[config.mk]
export PLATFORM = sky130hd
export DESIGN_NAME = sync_word_capture
export DESIGN_NICKNAME = d
export VERILOG_FILES = /design/src/rtl/jtag_interface_pkg.sv /design/src/rtl/stability_counter.sv /design/src/rtl/sync_word_capture.sv
export SDC_FILE = /design/constraint.sdc
export NUM_CORES = 1
export LEC_CHECK = 0
export ABC_CLOCK_PERIOD_IN_PS = 4700
export CAP_MARGIN = 25
export CORE_UTILIZATION = 33
export DETAILED_ROUTE_END_ITERATION = 6
export GPL_TIMING_DRIVEN = 0
export PLACE_DENSITY = 0.59
export REMOVE_ABC_BUFFERS = 1
export SYNTH_ARGS = -nofsm -noshare
export SYNTH_HDL_FRONTEND = slang
export SYNTH_SLANG_ARGS = --single-unit
[constraint.sdc]
create_clock -name clock -period 4.7 [get_ports clock]
set_input_delay 0.94 -clock clock [delete_from_list [all_inputs] [get_ports clock]]
set_output_delay 0.94 -clock clock [all_outputs]
set_load 0.02 [all_outputs]
[src/rtl/jtag_interface_pkg.sv]
// rtl/jtag_interface_pkg.sv - shared interface constants for the word capture block
package jtag_interface_pkg;

  localparam int SWC_WIDTH_DEFAULT         = 10;
  localparam int SWC_STABLE_CYCLES_DEFAULT = 3;

  // Output holding slot: empty until a word is accepted, full until consumed.
  typedef enum logic {
    SLOT_EMPTY = 1'b0,
    SLOT_FULL  = 1'b1
  } slot_state_t;

endpackage

[src/rtl/stability_counter.sv]
// rtl/stability_counter.sv - saturating count of consecutive equal samples
module stability_counter
  import jtag_interface_pkg::*;
#(
  parameter int STABLE_CYCLES = SWC_STABLE_CYCLES_DEFAULT,
  localparam int RUN_W = $clog2(STABLE_CYCLES + 1)
) (
  input  logic             clock,
  input  logic             reset,
  input  logic             equal,
  output logic [RUN_W-1:0] runLen
);

  localparam logic [RUN_W-1:0] RUN_MAX = RUN_W'(STABLE_CYCLES);

  always_ff @(posedge clock) begin
    if (reset) begin
      runLen <= '0;
    end else if (!equal) begin
      runLen <= RUN_W'(1);
    end else if (runLen != RUN_MAX) begin
      runLen <= runLen + RUN_W'(1);
    end
  end

endmodule

[src/rtl/sync_word_capture.sv]
// rtl/sync_word_capture.sv - accepts a synchronized word once it has been stable long enough
module sync_word_capture
  import jtag_interface_pkg::*;
#(
  parameter int WIDTH         = SWC_WIDTH_DEFAULT,
  parameter int STABLE_CYCLES = SWC_STABLE_CYCLES_DEFAULT
) (
  input  logic             clock,
  input  logic             reset,
  input  logic [WIDTH-1:0] D,
  output logic [WIDTH-1:0] Q,
  output logic             valid,
  input  logic             ready,
  output logic             overrun
);

  localparam int               RUN_W   = $clog2(STABLE_CYCLES + 1);
  localparam logic [RUN_W-1:0] RUN_PRE = RUN_W'(STABLE_CYCLES - 1);
  localparam bit               SINGLE  = (STABLE_CYCLES == 1);

  logic [WIDTH-1:0] sample;
  logic [WIDTH-1:0] committed;
  logic [RUN_W-1:0] runLen;
  logic             equal;
  logic             run_arrives;
  logic             accept;
  slot_state_t      state;
  slot_state_t      state_next;

  assign equal = (D == sample);

  stability_counter #(
    .STABLE_CYCLES(STABLE_CYCLES)
  ) u_stability_counter (
    .clock (clock),
    .reset (reset),
    .equal (equal),
    .runLen(runLen)
  );

  // The run reaches its threshold only on the transition into saturation,
  // so a word held indefinitely is offered exactly once.
  assign run_arrives = equal ? (runLen == RUN_PRE) : SINGLE;
  assign accept      = run_arrives && (D != committed);

  always_ff @(posedge clock) begin
    if (reset) begin
      state <= SLOT_EMPTY;
    end else begin
      state <= state_next;
    end
  end

  always_comb begin
    state_next = state;
    case (state)
      SLOT_EMPTY: if (accept) state_next = SLOT_FULL;
      SLOT_FULL:  if (!accept && ready) state_next = SLOT_EMPTY;
    endcase
  end

  assign valid = (state == SLOT_FULL);

  always_ff @(posedge clock) begin
    if (reset) begin
      sample    <= '0;
      committed <= '0;
      Q         <= '0;
      overrun   <= 1'b0;
    end else begin
      sample  <= D;
      overrun <= accept && valid && !ready;
      if (accept) begin
        committed <= D;
        Q         <= D;
      end
    end
  end

endmodule
After elaboration in Yosys (flattened, before gate mapping)
Cells that the tools add are included.
Widths: inputs -> output; s select.

operators by class
  add/sub/neg operators = 1
  equality and inequality tests = 5
  multiplexer cells = 6
  bitwise logic cells = 2
  reductions and logical operators = 7

operator list
  operator             count
  $eq 10x10->1         1
  $ne 10x10->1         1
  $mux 1               5
  $logic_and 1x1->1    4
  $add 2x1->2 const B  1
  $eq 2x2->1 const B   1
  $logic_not 1->1      2
  $ne 2x1->1 const B   1
  $ne 2x2->1 const B   1
  $not 1->1            2
  $pmux 1 s2           1
  $reduce_or 2->1      1

storage, ports and cells
  flip-flop bits (word level) = 24
  input port bits = 13
  output and inout bits = 12
  logic and storage cells = 27

Logic depth before layout (Yosys ltp)
  depth after elaboration = 7
  mapped depth = 6
  mapped depth without buffers = 5

Hierarchy
From an unflattened synthesis, not the netlist that was laid out.

unflattened totals
  cell total of the unflattened synthesis = 98
  area, all modules = 1068.5 µm²

by module, submodules not included
  module             instances  cells an instance  area each (µm²)  seq. area each (µm²)
  sync_word_capture  1          91                 979.7            440.4
  stability_counter  1          7                  88.8             40.0

Least setup slack after synthesis
Ideal clock, no wire load.

  path type = input -> register
  start = in D[5]
  end = reg committed[1]
  library setup time = 0.121 ns
  arrival time = 2.283 ns
  required time = 4.579 ns
  setup slack = 2.295 ns
  cell stages on the path = 6
  buffers on the path = 1
  path through = xor2_1 -> nor4_4 -> nor4b_4 -> and3_4 -> buf_12 -> mux2_4

on the way
  cells in the longest elaborated chain, start to end = 3
  elaborated cells between the ends (all ways) = 4
  those cells by class = eq/ne (2); mux (1); reduce/logical (1)

RTL lines
  item                  RTL line                 source
  from (decl)           sync_word_capture.sv:10  input logic [WIDTH-1:0] D,
  $eq 10x10->1          sync_word_capture.sv:30  assign equal = (D == sample);
  $mux 1                sync_word_capture.sv:43  assign run_arrives = equal ? (runLen == RUN_PRE) : SINGLE;
  $logic_and 1x1->1 *   sync_word_capture.sv:44  assign accept = run_arrives && (D != committed);
  to (signal assigned)  sync_word_capture.sv:67  committed <= '0;
  to (signal assigned)  sync_word_capture.sv:74  committed <= D;
  to (decl)             sync_word_capture.sv:22  logic [WIDTH-1:0] committed;

Mark *: on every way between the ends. The rest lies on a longest branch, timed or not.
A chain may end at the register's enable or synchronous reset.

Worst setup path after layout
  start = in D[5]
  end = reg committed[0]

The elaborated chain is that of the path after synthesis.

==> flow_summary.json <==
{
  "vdd_drop_max_v": 0.000152,
  "path_class": "input pin to register",
  "clkSlewWorstSetupHoldPaths_ns": 0.13,
  "finalMaxSlewViolations": 0,
  "dp.cells": 164,
  "synth_seq_cells": 24,
  "slew_headroom_pct": 44.3,
  "grt_pass1_vias": 779,
  "numCtsBuffers": 3,
  "ys.warnings.count": 0,
  "netlist.area_leader.share_pct": 42.3,
  "dieArea_sq_um": 3680,
  "p_leak_nw": 0.567,
  "cts_setup_buffers": 0,
  "clock.fmax_mhz": 368,
  "r2r_start": "sample[5]$_SDFF_PP0_",
  "min_path_type": "register to register",
  "cp-start-kind": "input pin",
  "num-fill-cells": 318,
  "final_hold_viol_count": 0,
  "critPathMaxFanout": 11,
  "finalNetCount": 140,
  "core_area_sq_um": 3150,
  "cap_viol_max_count": 0,
  "hold_buffers": 0,
  "syn_avg_cell_area_sq_um": 11.5,
  "cts_root_buf": "clkbuf_4",
  "synth_top_cell_by_area": "dfxtp_1",
  "fin_crit_sh_pct": 57.8,
  "area_growth_pct": 28.2,
  "grt.overflow.total": 0,
  "via_per_inst": 4.41,
  "cts.repair.resized": 0,
  "path_cells": "clkdlybuf4s50_1 > xor2_1 > nor4_4 > nor4b_4 > and3_4 > mux2_2",
  "drive_gt1_share_pct": 14.5,
  "syn_area_sq_um": 1130,
  "drc": 0,
  "vias": 741,
  "cp.buffers_inverters": 1,
  "firstDrtPassIters": 2,
  "path_delay_family": "simple AND/OR/NAND/NOR gates",
  "synth_cell_types": 21,
  "critPathArrivalTime_ns": 2.93,
  "finalSetupViolCount": 0,
  "cts_max_level": 1,
  "synthTopCellsByArea": "dfxtp_1 (42%), mux2_4 (12%), nor2b_1 (12%), xor2_1 (10%), xnor2_1 (6.2%)",
  "skew_ns": 0.00945,
  "wl_per_cell_um": 11.6,
  "drtIter0Drc": 4,
  "pre_cts_slack_ns": 1.62,
  "clkLatencyLatePin_ns": 0.31,
  "io_buffer_count": 24,
  "placed_area_sq_um": 1400,
  "grt_setup_unrepaired": "false",
  "total_power_uw": 397,
  "antenna_cells": 0,
  "ant_nets": 0,
  "crit_path_max_incr_delay_ns": 0.46,
  "fin_crit_ns": 2.72,
  "place_congestion": 0.685,
  "outcome": "complete, no violations",
  "fin_ws_ns": 1.98,
  "track_usage_pct": 12.3,
  "die_x_um": 60.6,
  "clkSinkCount": 24,
  "seq_area_frac_synth_pct": 42.3,
  "ff2ff_path_depth": 5,
  "hold_end": "u_stability_counter.runLen[1]$_SDFFE_PP0P_",
  "tightest_slew_ns": 0.833,
  "r2r_end": "committed[0]$_SDFFE_PP0P_",
  "min_from": "u_stability_counter.runLen[1]$_SDFFE_PP0P_",
  "setup_tns_ns": 0,
  "die_height_um": 60.6,
  "final_area_sq_um": 1460,
  "p_per_area_nw_per_um2": 273,
  "io_pins": 25,
  "worstPathRequired_ns": 4.92,
  "cp-end-kind": "register",
  "final_cell_mix": "dfxtp_1 (24), clkdlybuf4s50_1 (24), nor2b_1 (21), xor2_1 (13), mux2_4 (9)",
  "cts_tree": "yes",
  "post-dp-hpwl_um": 1470,
  "initial_core_util_pct": 36.0,
  "grt_pass1_wl_um": 3310,
  "grt_max_degree": 25,
  "routed_wl_um": 1950,
  "synth_cells": 99,
  "cp_slowest_cell": "clkdlybuf4s50_1",
  "min_path_cells": 2,
  "antenna_found_initial": 0,
  "cts_max_path_buffers": 2,
  "final-instance-count-excl-fill": 168,
  "reg2reg_slack_ns": 2.80,
  "rows": 20
}
-- how the worst max path moves through the flow --
stage,startpoint,endpoint,slack [ns],cells after the start
6_report,D[5],committed[0]$_SDFFE_PP0P_,1.98,6
3_3_place_gp,D[5],committed[0]$_SDFFE_PP0P_,1.63,6
5_1_grt,D[5],committed[0]$_SDFFE_PP0P_,1.93,6
3_5_place_dp,D[5],committed[0]$_SDFFE_PP0P_,1.62,6
2_1_floorplan,D[5],committed[0]$_SDFFE_PP0P_,2.28,5
4_1_cts,D[5],committed[0]$_SDFFE_PP0P_,1.97,6
-- cell usage after synthesis --
library cell / count
a21oi_1: 2
and3_4: 1
buf_12: 1
clkbuf_1: 2
dfxtp_1: 24
ha_1: 2
inv_1: 1
mux2_2: 1
mux2_4: 9
nand2_1: 3
nand4_1: 2
nor2_1: 1
nor2b_1: 21
nor3_1: 1
nor3b_1: 2
nor4_1: 2
nor4_4: 1
nor4b_4: 1
o21ba_2: 1
xnor2_1: 8
xor2_1: 13
-- metrics by stage --
stage	util [%]	hold WS, ns
2_1_floorplan	-	0.515
3_3_place_gp	44.5	0.529
3_5_place_dp	44.5	0.594
4_1_cts	46.2	0.611
5_1_grt	46.2	0.620
6_report	46.2	0.601
-- worst reg2reg max path, cell delays in order, from the launching register on --
cell and delay [ns]:
dfxtp_1 0.33, xor2_1 0.16, nor4_4 0.32, nor4b_4 0.27, and3_4 0.37, mux2_2 0.37
-- power breakdown --
group	internal [mW]	switching [mW]
Clock	0.0862	0.0601
Combinational	0.0205	0.0196
Sequential	0.208	0.00238
Total	0.315	0.0821
-- registers in the layout (all words and copies together), names as in the netlist --
| signal | flops |
|---|---|
| committed | 10 |
| sample | 10 |
| u_stability_counter.runLen | 2 |
| overrun | 1 |
| valid | 1 |
-- area by class of cell --
type / instances / area [sq um] / area share [%]
timing repair buffer: 24 / 240 / 16.5
sequential: 24 / 480 / 33.0
clock buffer: 3 / 22.5 / 1.55
tap: 44 / 55.1 / 3.78
clock inverter: 1 / 30.0 / 2.06
multi-input combinational: 71 / 623 / 42.8
inverter: 1 / 3.75 / 0.258
-- cells by family after synthesis --
family                   count (synthesis)  share of synthesized area, %
XOR/XNOR                                21                          16.2
multiplexers                            10                          12.9
adder cells (fa/ha/maj)                  2                          2.20
flip-flops                              24                          42.3
AO/OA/AOI/OAI                            3                          1.76
buffers and inverters                    4                          2.76
AND/OR/NAND/NOR                         35                          21.8
-- routing by layer --
layer | GRT usage, % | routed length [um]
met1 | 14.9 | 916
met2 | 21.4 | 941
met3 | 2.35 | 76
met4 | 4.87 | 11
met5 | 0 | 0
Note: power is estimated with default switching activity, not from simulation.
